**config.mk**
```make
export PLATFORM = sky130hd
export DESIGN_NAME = video_timing_gen_flat
export DESIGN_NICKNAME = d
export VERILOG_FILES = /design/src/rtl/video_timing_pkg.sv /design/src/rtl/video_timing_gen_if.sv /design/src/rtl/video_timing_gen_sig_delay.sv /design/src/rtl/video_timing_gen.sv /design/src/flat_wrapper.sv
export SDC_FILE = /design/constraint.sdc
export NUM_CORES = 1
export LEC_CHECK = 0
export ABC_AREA = 1
export CORE_ASPECT_RATIO = 0.7
export CORE_UTILIZATION = 40
export CTS_CLUSTER_DIAMETER = 50
export CTS_CLUSTER_SIZE = 24
export DETAILED_ROUTE_END_ITERATION = 6
export PLACE_DENSITY = 0.64
export SYNTH_ARGS = -nofsm -noshare
export SYNTH_HDL_FRONTEND = slang
export SYNTH_SLANG_ARGS = --single-unit
```
**constraint.sdc**
```tcl
create_clock -name clk -period 1.95 [get_ports clk]
set_input_delay 0.195 -clock clk [delete_from_list [all_inputs] [get_ports clk]]
set_output_delay 0.195 -clock clk [all_outputs]
set_load 0.02 [all_outputs]
```
**src/rtl/video_timing_pkg.sv**
```systemverilog
// Shared raster timing types, stock video modes and a total-length helper.
package video_timing_pkg;

    typedef struct packed {
        int active;
        int fp;
        int sync;
        int bp;
    } axis_t;

    typedef struct packed {
        axis_t h;
        axis_t v;
    } timing_t;

    // Standard 640x480@60 (25.175 MHz pixel clock)
    localparam timing_t VGA_640X480 = '{
        h: '{active: 640, fp: 16, sync: 96, bp: 48},
        v: '{active: 480, fp: 10, sync: 2,  bp: 33}
    };

    // GameBoy 160x144 canvas scaled 4x to 640x576
    localparam timing_t GB_160X144_X4 = '{
        h: '{active: 640, fp: 16, sync: 64, bp: 80},
        v: '{active: 576, fp: 1,  sync: 3,  bp: 20}
    };

    function automatic int axis_total(axis_t a);
        return a.active + a.fp + a.sync + a.bp;
    endfunction

endpackage

```
**src/rtl/video_timing_gen_if.sv**
```systemverilog
// Timing/coordinate bundle between the raster generator and its consumers.
interface video_timing_gen_if #(
    parameter int CNT_W = 12
);
    logic             en;
    logic             pix_req;
    logic [CNT_W-1:0] pix_x;
    logic [CNT_W-1:0] pix_y;
    logic             frame_start;
    logic             line_start;
    logic             hsync;
    logic             vsync;
    logic             de;
    logic [7:0]       frame_cnt;

    modport master (
        input  en,
        output pix_req, pix_x, pix_y, frame_start, line_start,
        output hsync, vsync, de, frame_cnt
    );

    modport slave (
        output en,
        input  pix_req, pix_x, pix_y, frame_start, line_start,
        input  hsync, vsync, de, frame_cnt
    );
endinterface

```
**src/rtl/video_timing_gen_sig_delay.sv**
```systemverilog
// Fixed-depth shift register with a caller-supplied reset/idle value.
// DEPTH=0 is a plain wire.
module sig_delay #(
    parameter int DEPTH = 2,
    parameter int WIDTH = 3
) (
    input  logic             clk,
    input  logic             rst,
    input  logic [WIDTH-1:0] rst_val,
    input  logic [WIDTH-1:0] din,
    output logic [WIDTH-1:0] dout
);

    generate
        if (DEPTH == 0) begin : g_bypass
            logic unused_bypass;
            assign unused_bypass = ^{clk, rst, rst_val};
            assign dout = din;
        end else begin : g_pipe
            logic [WIDTH-1:0] stage_reg [DEPTH];

            // Shift the bundle one stage per clock; reset loads the idle value everywhere
            always_ff @(posedge clk or negedge rst) begin
                if (!rst) begin
                    for (int i = 0; i < DEPTH; i++) stage_reg[i] <= rst_val;
                end else begin
                    stage_reg[0] <= din;
                    for (int i = 1; i < DEPTH; i++) stage_reg[i] <= stage_reg[i-1];
                end
            end

            assign dout = stage_reg[DEPTH-1];
        end
    endgenerate

endmodule

```
**src/rtl/video_timing_gen.sv**
```systemverilog
// Raster timing generator: counters, stage-0 coordinate/strobe register and
// a delay line that realigns hsync/vsync/de with returned pixel data.
module video_timing_gen
    import video_timing_pkg::*;
#(
    parameter int H_ACTIVE   = VGA_640X480.h.active,
    parameter int H_FP       = VGA_640X480.h.fp,
    parameter int H_SYNC     = VGA_640X480.h.sync,
    parameter int H_BP       = VGA_640X480.h.bp,
    parameter int V_ACTIVE   = VGA_640X480.v.active,
    parameter int V_FP       = VGA_640X480.v.fp,
    parameter int V_SYNC     = VGA_640X480.v.sync,
    parameter int V_BP       = VGA_640X480.v.bp,
    parameter bit HS_POL     = 1'b0,
    parameter bit VS_POL     = 1'b0,
    parameter int PIPE_DELAY = 2,
    parameter int CNT_W      = 12
) (
    input  logic              clk,
    input  logic              rst,
    video_timing_gen_if.master vt
);

    localparam axis_t H_AXIS  = '{active: H_ACTIVE, fp: H_FP, sync: H_SYNC, bp: H_BP};
    localparam axis_t V_AXIS  = '{active: V_ACTIVE, fp: V_FP, sync: V_SYNC, bp: V_BP};
    localparam int    H_TOTAL = axis_total(H_AXIS);
    localparam int    V_TOTAL = axis_total(V_AXIS);

    localparam logic [CNT_W-1:0] H_LAST     = CNT_W'(H_TOTAL - 1);
    localparam logic [CNT_W-1:0] V_LAST     = CNT_W'(V_TOTAL - 1);
    localparam logic [CNT_W-1:0] H_ACT_END  = CNT_W'(H_ACTIVE);
    localparam logic [CNT_W-1:0] V_ACT_END  = CNT_W'(V_ACTIVE);
    localparam logic [CNT_W-1:0] HS_START   = CNT_W'(H_ACTIVE + H_FP);
    localparam logic [CNT_W-1:0] HS_END     = CNT_W'(H_ACTIVE + H_FP + H_SYNC);
    localparam logic [CNT_W-1:0] VS_START   = CNT_W'(V_ACTIVE + V_FP);
    localparam logic [CNT_W-1:0] VS_END     = CNT_W'(V_ACTIVE + V_FP + V_SYNC);

    generate
        if ((H_TOTAL - 1) >= (1 << CNT_W) || (V_TOTAL - 1) >= (1 << CNT_W)) begin : g_bad_width
            $error("video_timing_gen: CNT_W=%0d cannot hold H_TOTAL=%0d / V_TOTAL=%0d",
                   CNT_W, H_TOTAL, V_TOTAL);
        end
        if (PIPE_DELAY < 0 || PIPE_DELAY > 15) begin : g_bad_delay
            $error("video_timing_gen: PIPE_DELAY=%0d outside 0..15", PIPE_DELAY);
        end
    endgenerate

    logic [CNT_W-1:0] h_cnt_reg;
    logic [CNT_W-1:0] v_cnt_reg;
    logic [7:0]       frame_cnt_reg;

    logic             act;
    logic             hs_raw;
    logic             vs_raw;

    logic             pix_req_reg;
    logic             frame_start_reg;
    logic             line_start_reg;
    logic [CNT_W-1:0] pix_x_reg;
    logic [CNT_W-1:0] pix_y_reg;
    logic             hs_reg;
    logic             vs_reg;

    logic [2:0]       dly_bus;

    // Raster counters: advance while enabled, park at the origin otherwise
    always_ff @(posedge clk or negedge rst) begin
        if (!rst) begin
            h_cnt_reg     <= '0;
            v_cnt_reg     <= '0;
            frame_cnt_reg <= '0;
        end else if (!vt.en) begin
            h_cnt_reg <= '0;
            v_cnt_reg <= '0;
        end else if (h_cnt_reg == H_LAST) begin
            h_cnt_reg <= '0;
            if (v_cnt_reg == V_LAST) begin
                v_cnt_reg     <= '0;
                frame_cnt_reg <= frame_cnt_reg + 8'd1;
            end else begin
                v_cnt_reg <= v_cnt_reg + CNT_W'(1);
            end
        end else begin
            h_cnt_reg <= h_cnt_reg + CNT_W'(1);
        end
    end

    // Region decode from the current counter position
    always_comb begin
        act    = (h_cnt_reg < H_ACT_END) && (v_cnt_reg < V_ACT_END);
        hs_raw = (h_cnt_reg >= HS_START) && (h_cnt_reg < HS_END);
        vs_raw = (v_cnt_reg >= VS_START) && (v_cnt_reg < VS_END);
    end

    // Stage 0: coordinates and strobes one cycle after the counter state; idle when disabled
    always_ff @(posedge clk or negedge rst) begin
        if (!rst) begin
            pix_req_reg     <= 1'b0;
            frame_start_reg <= 1'b0;
            line_start_reg  <= 1'b0;
            pix_x_reg       <= '0;
            pix_y_reg       <= '0;
            hs_reg          <= ~HS_POL;
            vs_reg          <= ~VS_POL;
        end else begin
            pix_x_reg <= h_cnt_reg;
            pix_y_reg <= v_cnt_reg;
            if (vt.en) begin
                pix_req_reg     <= act;
                frame_start_reg <= act && (h_cnt_reg == '0) && (v_cnt_reg == '0);
                line_start_reg  <= act && (h_cnt_reg == '0);
                hs_reg          <= hs_raw ? HS_POL : ~HS_POL;
                vs_reg          <= vs_raw ? VS_POL : ~VS_POL;
            end else begin
                pix_req_reg     <= 1'b0;
                frame_start_reg <= 1'b0;
                line_start_reg  <= 1'b0;
                hs_reg          <= ~HS_POL;
                vs_reg          <= ~VS_POL;
            end
        end
    end

    // Sync/DE realignment: the delay line keeps shifting, so a disabled raster drains to idle
    sig_delay #(
        .DEPTH (PIPE_DELAY),
        .WIDTH (3)
    ) u_sync_delay (
        .clk     (clk),
        .rst     (rst),
        .rst_val ({~HS_POL, ~VS_POL, 1'b0}),
        .din     ({hs_reg, vs_reg, pix_req_reg}),
        .dout    (dly_bus)
    );

    assign vt.pix_req     = pix_req_reg;
    assign vt.pix_x       = pix_x_reg;
    assign vt.pix_y       = pix_y_reg;
    assign vt.frame_start = frame_start_reg;
    assign vt.line_start  = line_start_reg;
    assign vt.hsync       = dly_bus[2];
    assign vt.vsync       = dly_bus[1];
    assign vt.de          = dly_bus[0];
    assign vt.frame_cnt   = frame_cnt_reg;

endmodule
```
**src/flat_wrapper.sv**
```systemverilog
// flat-port wrapper written by rule: the top's interface ports become plain ports
module video_timing_gen_flat import video_timing_pkg::*;
#(
    parameter int H_ACTIVE   = VGA_640X480.h.active,
    parameter int H_FP       = VGA_640X480.h.fp,
    parameter int H_SYNC     = VGA_640X480.h.sync,
    parameter int H_BP       = VGA_640X480.h.bp,
    parameter int V_ACTIVE   = VGA_640X480.v.active,
    parameter int V_FP       = VGA_640X480.v.fp,
    parameter int V_SYNC     = VGA_640X480.v.sync,
    parameter int V_BP       = VGA_640X480.v.bp,
    parameter bit HS_POL     = 1'b0,
    parameter bit VS_POL     = 1'b0,
    parameter int PIPE_DELAY = 2,
    parameter int CNT_W      = 12
)
  (clk, rst, vt_en, vt_pix_req, vt_pix_x, vt_pix_y, vt_frame_start, vt_line_start, vt_hsync, vt_vsync, vt_de, vt_frame_cnt);
  video_timing_gen_if #(.CNT_W(CNT_W)) vt_i ();
  input  logic clk;
  input  logic rst;
  input wire logic [$bits(vt_i.en)-1:0] vt_en;
  output wire logic [$bits(vt_i.pix_req)-1:0] vt_pix_req;
  output wire logic [$bits(vt_i.pix_x)-1:0] vt_pix_x;
  output wire logic [$bits(vt_i.pix_y)-1:0] vt_pix_y;
  output wire logic [$bits(vt_i.frame_start)-1:0] vt_frame_start;
  output wire logic [$bits(vt_i.line_start)-1:0] vt_line_start;
  output wire logic [$bits(vt_i.hsync)-1:0] vt_hsync;
  output wire logic [$bits(vt_i.vsync)-1:0] vt_vsync;
  output wire logic [$bits(vt_i.de)-1:0] vt_de;
  output wire logic [$bits(vt_i.frame_cnt)-1:0] vt_frame_cnt;
  assign vt_i.en = vt_en;
  assign vt_pix_req = vt_i.pix_req;
  assign vt_pix_x = vt_i.pix_x;
  assign vt_pix_y = vt_i.pix_y;
  assign vt_frame_start = vt_i.frame_start;
  assign vt_line_start = vt_i.line_start;
  assign vt_hsync = vt_i.hsync;
  assign vt_vsync = vt_i.vsync;
  assign vt_de = vt_i.de;
  assign vt_frame_cnt = vt_i.frame_cnt;
  video_timing_gen #(.H_ACTIVE(H_ACTIVE), .H_FP(H_FP), .H_SYNC(H_SYNC), .H_BP(H_BP), .V_ACTIVE(V_ACTIVE), .V_FP(V_FP), .V_SYNC(V_SYNC), .V_BP(V_BP), .HS_POL(HS_POL), .VS_POL(VS_POL), .PIPE_DELAY(PIPE_DELAY), .CNT_W(CNT_W)) u_core (.clk(clk), .rst(rst), .vt(vt_i));
endmodule
```
==> metrics.md <==
| Metric | Value |
|---|---|
| First-pass GRT wire length | `10900 um` |
| Hold path depth | `0` |
| Power per cell area | `around 660 mW/mm2` |
| Reg2reg start | `u_core.v_cnt_reg[1]$_DFFE_PN0P_` |
| Final Non-Filler Cells | `a little over 500` |
| Sequential area share after synthesis | `54.6%` |
| Die Y-Extent | `approximately 75 um` |
| Antenna violations before repair | `0` |
| Pleak | `roughly 1.9 nW` |
| Footprint of the multi-input gates | `about 0.0012 mm2` |
| Vias | `2400` |
| Largest net degree at the start of global routing | `68` |
| Hold Crit Endpoint | `u_core.u_sync_delay.dout[0]$_DFF_PN0_` |
| Arr. time, crit path | `slightly below 2 ns` |
| Clk pin slew, worst setup/hold paths | `around 0.070 ns` |
| Core Box Area | `between 0.007 and 0.008 mm2` |
| Drt first pass iters | `4` |
| F_max | `between 600 and 700 MHz` |
| Met1 Resource Use GR | `27.6%` |
| Clock insertion delay at the later pin of the skew report | `approximately 0.34 ns` |
| I/O pins | `just over 40` |
| PortBufs | `40` |
| Status | `finished clean` |
| WP data required | `between 2 and 2.5 ns` |
| Max Cap Viol | `0` |
| Unrepaired setup endpoints after global routing | `false` |
| Synth-to-Final Area Change | `22.0%` |
| Gpl congestion | `between 0.9 and 1` |
| Fill cells | `just under 700` |
| Clock root cell | `clkbuf_8` |
| Pre-CTS WS | `a little over 0.3 ns` |
| Yosys top cell by area | `dfrtp_1` |
| R2R cell count | `8` |
| Sum of negative setup slack | `0 ns` |
| Final Hold Viols | `0` |
| Worst setup margin | `0.302 ns` |
| Minimum clock period | `between 1.5 and 2 ns` |
| DP Wirelength | `~4500 um` |
| GRT Overall Usage | `a little under a fifth` |
| Distinct cells, synth | `30` |
| Gr ovfl total | `0` |
| Antenna Nets Post-Route | `0` |
| Cell area after layout | `~0.0038 mm2` |
| CTS sink cnt | `67` |
| Worst slew pin tran | `0.430 ns` |
| Final worst path period share | `a little over four fifths` |
| Antenna cells | `0` |
| Min-delay src | `u_core.u_sync_delay.g_pipe.stage_reg[3]$_DFF_PN0_` |
| Flops & latches, synth | `67` |
| Total wire length | `6370 um` |
| Worst R2R Setup Slack | `0.30 ns` |
| DR iter-0 viols | `144` |
| Synth area leaders | `dfrtp_1 (50%), nand2_1 (14%), dfstp_2 (5.1%), nor2_1 (4.5%), inv_1 (4.4%)` |
| Post-route DRC | `0` |
| CP Launch Type | `register` |
| Die width | `~110 um` |
| Area post-placement | `about 0.0036 mm2` |
| Worst-path maximum fanout | `9` |
| Placed cells | `about 490` |
| Rows | `26` |
| Post-Syn Area per Cell | `between 8 and 9 um2` |
| Clock Path Buffers | `2` |
| Htree depth | `3` |
| Final setup vio count | `0` |
| Register Area | `~0.0017 mm2` |
| Post-Synthesis Cell Area | `between 0.003 and 0.004 mm2` |
| GRT busiest layer | `met1` |
| Crit. End Element | `register` |
| Post-DR wirelength/cell | `approximately 13 um` |
| Yosys warnings | `0` |
| Fin. max-slew vios | `0` |
| Vias in the first global route | `approximately 2200` |
| Crit Path Class | `reg2reg` |
| Worst r2r dst | `u_core.vt.frame_cnt[7]$_DFFE_PN0P_` |
| Met3 Track Usage GR | `6.16%` |
| M2 GR Usage | `23.6%` |
| Routed vias/inst | `4.75` |
| Peak VDD IR | `slightly below 400 uV` |
| TritonCTS clock tree | `yes` |
| Starting Density | `around two fifths` |
| PnR Total Power | `between 0.002 and 0.0025 W` |
| Die area | `0.00806 mm2` |
| Fin nets | `between 400 and 500` |
| Syn Inst Count | `353` |
| Post-synth top area share | `between 40% and 50%` |
| Share of cells above drive strength 1 | `between 10 and 15%` |
| CTS buffer count | `9` |
| Slew margin rel. | `71.2%` |
| Worst Skew | `0.00608 ns` |
| Post-Syn Nets | `361` |
| # resized after CTS | `0` |
| HP Class | `reg2reg` |
-- synthesized netlist by cell type, drive strengths merged --
master / number
clkinv: 1
nand3b: 1
xor2: 8
nor2: 46
inv: 40
ha: 5
o311ai: 1
nand2: 118
buf: 4
a21oi: 3
clkbuf: 1
dfstp: 6
nand4: 14
nor3b: 1
o21ai: 12
nor3: 7
dfrtp: 61
nand3: 24
-- per-layer routing --
| metal | wire (um) | vias up |
|---|---|---|
| li1 | - | 1208 |
| met1 | 3240 | 1105 |
| met2 | 2540 | 77 |
| met3 | 508 | 10 |
| met4 | 80 | 0 |
| met5 | 0 | - |
-- cell usage in the layout, fill, tap and decap left out, drive strengths merged, types with 3 or more instances in the layout --
cell             n
nand3           24
clkinv           6
o21ai           12
nor3             7
nand4           14
dfrtp           61
dfstp            6
inv             40
a21oi            3
nor2            46
xor2             8
clkbuf          10
buf              3
ha               5
clkdlybuf4s50   39
nand2          118
-- worst max-delay path: stages, from the launching register on --
cell,delay [ns]
dfrtp_1,0.44
inv_1,0.12
ha_1,0.18
nand3_1,0.13
nor2_4,0.22
nand3_4,0.18
nor2_8,0.19
nand2_1,0.07
nand2_1,0.06
-- kinds of logic (layout without fill, tap and decap cells) --
family / Yosys count / count (layout) / synth area share [%]
AO/OA/AOI/OAI: 16 / 16 / 2.72
XOR/XNOR: 8 / 8 / 2.27
adder cells (fa/ha/maj): 5 / 5 / 2.03
buffers and inverters: 46 / 100 / 6.25
flip-flops: 67 / 67 / 54.6
AND/OR/NAND/NOR: 211 / 211 / 32.1
-- report_power, final --
group	switching, W	internal, W
clock network	0.000505	0.000449
registers	0.00000958	0.00141
logic	0.0000743	0.0000396
total	0.000589	0.00190
-- how the worst max path moves through the flow --
stage | slack, ns | startpoint | depth (start not counted) | end
3_3_place_gp | 0.35 | u_core.v_cnt_reg[1]$_DFFE_PN0P_ | 8 | u_core.vt.frame_cnt[3]$_DFFE_PN0P_
5_1_grt | 0.06 | u_core.v_cnt_reg[1]$_DFFE_PN0P_ | 7 | u_core.vt.frame_cnt[4]$_DFFE_PN0P_
4_1_cts | 0.29 | u_core.h_cnt_reg[0]$_DFF_PN0_ | 8 | u_core.h_cnt_reg[8]$_DFF_PN0_
2_1_floorplan | 0.55 | u_core.h_cnt_reg[0]$_DFF_PN0_ | 9 | u_core.v_cnt_reg[5]$_DFFE_PN0P_
3_5_place_dp | 0.30 | u_core.h_cnt_reg[0]$_DFF_PN0_ | 8 | u_core.h_cnt_reg[8]$_DFF_PN0_
6_report | 0.30 | u_core.v_cnt_reg[1]$_DFFE_PN0P_ | 8 | u_core.vt.frame_cnt[7]$_DFFE_PN0P_
-- stage by stage --
step           hold slack (ns)  util [%]
3_5_place_dp             0.241      48.6
5_1_grt                  0.362      50.9
4_1_cts                  0.350      50.9
2_1_floorplan           -0.101         -
6_report                 0.349      50.9
3_3_place_gp             0.237      48.6
-- area by class of cell --
| class | count | area share, % |
|---|---|---|
| Clock buffer | 10 | 3.40 |
| Sequential cell | 67 | 44.8 |
| Tap cell | 98 | 3.26 |
| Timing Repair Buffer | 43 | 11.5 |
| Clock inverter | 6 | 0.866 |
| Multi-Input combinational cell | 240 | 32.1 |
| Inverter | 41 | 4.09 |
-- timing repair --
action / 4_1_cts / 5_1_grt
hold buffers: 1 / 0
buffers inserted: 0 / 0
hold endpoints to repair: 61 / 0
Power figures use the tool's default switching activity.
